## src/rtl/divider_sched.sv

```systemverilog
// divider_sched: programmable tick scheduler. Emits a one-cycle clk_flag
// every 'div' cycles while running, with a ready/valid ratio update that
// takes effect on a period boundary.
// Optional build macro: DIVIDER_SCHED_BURST_EN adds the burst_len port and
// stops ticking after a programmed number of ticks, pulsing done.
//
// state  | meaning
// -------+--------------------------------------------------
// S_IDLE | not ticking; ratio updates apply next cycle
// S_RUN  | ticking, no ratio pending; cfg accepted -> S_PEND
// S_PEND | ticking, new ratio held until the next tick
module divider_sched #(
  parameter int DIV_W   = 8,
  parameter int DIV_RST = 5
) (
  input  logic             sys_clk,
  input  logic             sys_rst,
  input  logic             cfg_valid,
  output logic             cfg_ready,
  input  logic [DIV_W-1:0] cfg_div,
  input  logic             start,
  input  logic             stop,
`ifdef DIVIDER_SCHED_BURST_EN
  input  logic [DIV_W-1:0] burst_len,
`endif
  output logic             clk_flag,
  output logic             busy,
  output logic             done
);

  typedef enum logic [1:0] {
    S_IDLE = 2'd0,
    S_RUN  = 2'd1,
    S_PEND = 2'd2
  } state_t;

  state_t           state;
  state_t           state_nxt;
  logic [DIV_W-1:0] cnt;
  logic [DIV_W-1:0] cnt_nxt;
  logic [DIV_W-1:0] div_act;
  logic [DIV_W-1:0] div_act_nxt;
  logic [DIV_W-1:0] div_pend;
  logic [DIV_W-1:0] div_pend_nxt;
  logic [DIV_W-1:0] div_m1;
  logic [DIV_W-1:0] cfg_clamped;
  logic             cfg_xfer;
  logic             start_ok;
  logic             tick;
  logic             last_tick;

  // Ratios below 2 cannot produce a distinct tick period, so they are raised to 2.
  assign cfg_clamped = (cfg_div < DIV_W'(2)) ? DIV_W'(2) : cfg_div;
  assign div_m1      = div_act - DIV_W'(1);

  assign cfg_ready = (state != S_PEND);
  assign busy      = (state != S_IDLE);
  assign cfg_xfer  = cfg_valid & cfg_ready;
  assign start_ok  = (state == S_IDLE) & start & ~stop;

  // A stop request masks the tick of the same cycle.
  assign tick     = busy & (cnt == div_m1) & ~stop;
  assign clk_flag = tick;

`ifdef DIVIDER_SCHED_BURST_EN
  logic [DIV_W-1:0] burst_act;
  logic [DIV_W-1:0] burst_cnt;

  assign last_tick = tick & (burst_act != '0) & (burst_cnt == burst_act - DIV_W'(1));

  // Burst length is captured on an accepted start; ticks are counted from there.
  always_ff @(posedge sys_clk) begin
    if (sys_rst) begin
      burst_act <= '0;
      burst_cnt <= '0;
    end else if (start_ok) begin
      burst_act <= burst_len;
      burst_cnt <= '0;
    end else if (tick) begin
      burst_cnt <= burst_cnt + DIV_W'(1);
    end
  end
`else
  assign last_tick = 1'b0;
`endif

  assign done = last_tick;

  // State, counter and ratio registers.
  always_ff @(posedge sys_clk) begin
    if (sys_rst) begin
      state    <= S_IDLE;
      cnt      <= '0;
      div_act  <= DIV_W'(DIV_RST);
      div_pend <= '0;
    end else begin
      state    <= state_nxt;
      cnt      <= cnt_nxt;
      div_act  <= div_act_nxt;
      div_pend <= div_pend_nxt;
    end
  end

  // Next-state, counter and ratio update logic.
  always_comb begin
    state_nxt    = state;
    cnt_nxt      = cnt;
    div_act_nxt  = div_act;
    div_pend_nxt = div_pend;

    case (state)
      S_IDLE: begin
        if (cfg_xfer) begin
          div_act_nxt = cfg_clamped;
        end
        if (start_ok) begin
          state_nxt = S_RUN;
          cnt_nxt   = '0;
        end
      end

      S_RUN, S_PEND: begin
        if (stop) begin
          state_nxt    = S_IDLE;
          cnt_nxt      = '0;
          div_pend_nxt = '0;
        end else begin
          if (cnt == div_m1) begin
            cnt_nxt = '0;
          end else begin
            cnt_nxt = cnt + DIV_W'(1);
          end

          if ((state == S_RUN) && cfg_xfer) begin
            div_pend_nxt = cfg_clamped;
            state_nxt    = S_PEND;
          end

          if ((state == S_PEND) && tick) begin
            div_act_nxt  = div_pend;
            div_pend_nxt = '0;
            state_nxt    = S_RUN;
          end

          // End of burst: return to idle; a ratio accepted on this very
          // cycle goes straight to the active register as it would in idle.
          if (last_tick) begin
            state_nxt    = S_IDLE;
            cnt_nxt      = '0;
            div_pend_nxt = '0;
            if ((state == S_RUN) && cfg_xfer) begin
              div_act_nxt = cfg_clamped;
            end
          end
        end
      end

      default: begin
        state_nxt    = S_IDLE;
        cnt_nxt      = '0;
        div_pend_nxt = '0;
      end
    endcase
  end

endmodule

```

## config.mk

```make
export PLATFORM = sky130hd
export DESIGN_NAME = divider_sched
export DESIGN_NICKNAME = d
export VERILOG_FILES = /design/src/rtl/divider_sched.sv
export SDC_FILE = /design/constraint.sdc
export NUM_CORES = 1
export LEC_CHECK = 0
export ABC_AREA = 1
export CORE_MARGIN = 10
export CORE_UTILIZATION = 30
export DETAILED_ROUTE_END_ITERATION = 7
export DONT_BUFFER_PORTS = 1
export PLACE_DENSITY_LB_ADDON = 0.25
export SLEW_MARGIN = 5
export SYNTH_ARGS = -nofsm -noshare
export SYNTH_HDL_FRONTEND = slang
export SYNTH_SLANG_ARGS = --single-unit
```

## constraint.sdc

```tcl
create_clock -name sys_clk -period 2.7 [get_ports sys_clk]
set_input_delay 0.135 -clock sys_clk [delete_from_list [all_inputs] [get_ports sys_clk]]
set_output_delay 0.135 -clock sys_clk [all_outputs]
set_load 0.02 [all_outputs]
```

==> impl_metrics.toml <==
[grt]
grt_overflow = 0
antenna_found_initial = 0
first_global_vias = 1577
grt_pass1_wl_um = 7620
grt_max_degree = 16
grt_usage_pct = 9.46

[worst_hold_path]
min_path_cells = 4
hp-start = "cfg_div[2]"
holdPathEnd = "div_act[2]"
min_path_type = "in -> reg"

[worst_setup_path]
crit_type = "reg -> reg"
setup.worst_path.start = "div_act[0]"
crit_fanout = 12
cp.arrival_ns = 2.47
r2r_start = "div_act[0]"
r2r_end = "div_pend[4]"
end_kind = "flip-flop"
r2r_cells = 15
reg2reg_slack_ns = 0.45
critPathLaunchType = "flip-flop"
worstPathRequired_ns = 2.93

[sta]
fin_crit_sh_pct = 83.2
finalClockSkew_ns = 0.0123
period_minus_slack_ns = 2.25
whs_ns = 0.113
setup_viol = 0
slew_headroom_pct = 58.8
worst_pin_slew_ns = 0.617
hold_viol_final = 0
finalSetupTns_ns = 0
fmax_mhz = 445
rsz0062_at_grt = "no"
drv_slew = 0

[place]
dpl_cell_area_um2 = 1840
place_hpwl_um = 3450
gp_congestion = 0.824
io_buffers = 0

[clocking]
clkTransAtPathRegs_ns = 0.11
root_buffer = "clkbuf_8"
cts_tree = "done"
cts_resized = 0
hold_buffers = 1
cts_sinks = 26
numCtsBuffers = 3
clk_path_buf_depth = 2
postCtsSetupBuffers = 0
htreeDepth = 1
worstSkewPairLatency_ns = 0.28

[route]
drt-pass1-iter-count = 4
initialDrtViolationCount = 44
routed-wl-met3_um = 250
via_per_inst = 4.73
drt_wl_total_um = 4440
met2_length_um = 2040
drc_errors = 0
via_count = 1668
antenna_left = 0
wl_met1_um = 2120
highest_layer = "met4"
wire_per_inst_um = 12.6

[floorplanning]
fp-row-count = 27
start_util_pct = 31.5
die_w_um = 97.0
dieArea_um2 = 9410
ios = 17
core_area_um2 = 5640
die_y_um = 97.0

[logic_synthesis]
synthCells = 281
syn_avg_cell_area_um2 = 6.33
yosysTopAreaCell = "dfxtp_1"
synth_area_leaders = "dfxtp_1, nand2_1, nand3_1"
synth_area_um2 = 1780
synth_seq_area_share_pct = 29.3
ys_types = 38
ys.warnings.count = 0
synth_nets = 300
yosysTopAreaCellShare_pct = 29.3
ys_ff_latch = 26

[final_layout]
area_growth_pct = 8.09
stdcell_area_um2 = 1920
drive_gt1_share_pct = 10.7
nets = 301
n_antenna_cell = 0
fillers = 611

[run]
cap_violations = 0

[pwr]
power_density_nw_per_um2 = 1160
leakagePower_nw = 0.847
ir_drop_mv = 0.581

[status]
outcome = "finished, final reports clean"
[routing by layer]
layer | track usage, % | vias up
li1 | - | 897
met5 | 0 | -
met2 | 15.4 | 31
met3 | 3.41 | 4
met1 | 11.6 | 736
met4 | 2.03 | 0
[cell usage after synthesis]
library cell	n
nand2_1	83
nand3_1	38
nor2_1	31
inv_1	27
dfxtp_1	26
a21oi_1	17
o21ai_0	7
ha_1	6
nor2_2	6
inv_2	4
clkbuf_1	3
xnor2_1	3
a211oi_2	2
buf_6	2
nand2_4	2
nand4_1	2
a211oi_1	1
a21boi_0	1
a21oi_2	1
a31oi_1	1
and2_1	1
and3_1	1
buf_1	1
buf_4	1
clkbuf_2	1
clkinv_2	1
conb_1	1
nand2_2	1
nand3_2	1
nand3b_1	1
nand4_4	1
nor2_4	1
nor4_1	1
o211ai_2	1
o21ai_1	1
o21ai_2	1
or2_2	1
xor2_1	1
[worst max path at each step]
| stage | endpoint | slack, ns | depth (start not counted) |
|---|---|---|---|
| after floorplan | div_pend[0] | 0.81 | 15 |
| after global placement | state[0] | 0.51 | 14 |
| after detailed placement | div_pend[4] | 0.47 | 15 |
| after CTS | div_pend[4] | 0.43 | 15 |
| after global routing | div_pend[4] | 0.18 | 15 |
| final | div_pend[4] | 0.45 | 15 |
[layout make-up]
| type | count | area [µm²] | share of cell area [%] |
|---|---|---|---|
| multi-input cells | 215 | 1090 | 56.5 |
| flip-flops and latches | 26 | 520 | 27.1 |
| inverters | 32 | 121 | 6.31 |
| well taps | 72 | 90.1 | 4.68 |
| clock buffers | 3 | 41.3 | 2.15 |
| repair buffers | 4 | 32.5 | 1.69 |
| clock inverters | 1 | 30.0 | 1.56 |
[critical path: stages (launching register included)]
cell and delay [ns]:
dfxtp_1 0.39, inv_2 0.07, ha_1 0.30, nand2_1 0.07, inv_1 0.03, nor2_1 0.07, nand2_1 0.05, nor2_1 0.10
nand3_1 0.08, nor2_2 0.18, nand4_4 0.23, nand3_2 0.25, nand2_1 0.09, clkinv_2 0.12, nor2_1 0.05, nor2_1 0.10
[where the power goes]
group | total (mW) | internal, mW | switching, mW
clock network | 0.337 | 0.199 | 0.138
registers | 0.584 | 0.489 | 0.0957
logic | 1.32 | 0.439 | 0.877
total | 2.24 | 1.13 | 1.11
[metrics by stage]
| step | setup slack [ns] | util, % | instances | power, mW |
|---|---|---|---|---|
| 2_1_floorplan | 0.809 | - | 281 | 1.63 |
| 3_3_place_gp | 0.514 | 32.6 | 348 | 1.90 |
| 3_5_place_dp | 0.474 | 32.6 | 348 | 1.91 |
| 4_1_cts | 0.433 | 34.1 | 353 | 2.27 |
| 5_1_grt | 0.176 | 34.1 | 353 | 2.47 |
| 6_report | 0.453 | 34.1 | 353 | 2.24 |
[kinds of logic after synthesis]
group | share of synthesized area [%]
buffers and inverters | 9.63
adder cells (fa/ha/maj) | 4.22
flip-flops | 29.3
XOR/XNOR | 1.97
other | 0.211
AO/OA/AOI/OAI | 11.3
AND/OR/NAND/NOR | 43.4
[placed cells by master, fill, tap and decap left out]
cell            n
nand4_1         2
nand3_1        38
bufinv_16       1
nand3b_1        1
a21boi_0        1
clkinv_2        1
nand2_2         1
inv_1          27
nor4_1          1
dfxtp_1        26
a21oi_1        17
a211oi_2        2
nand4_4         1
nor2_4          1
inv_2           4
conb_1          1
nand3_2         1
o21ai_2         1
and3_1          1
nand2_4         2
xnor2_1         3
o211ai_2        1
dlygate4sd3_1   1
nand2_1        83
and2_1          1
o21ai_1         1
o21ai_0         7
buf_4           3
nor2_1         31
nor2_2          6
a21oi_2         1
xor2_1          1
ha_1            6
a31oi_1         1
clkbuf_8        3
a211oi_1        1
or2_2           1
[sequential cells by signal (all words and copies together) (netlist names)]
register and count:
div_pend 8, state 2, cnt 8, div_act 8
Note: power is estimated with default switching activity, not from simulation.
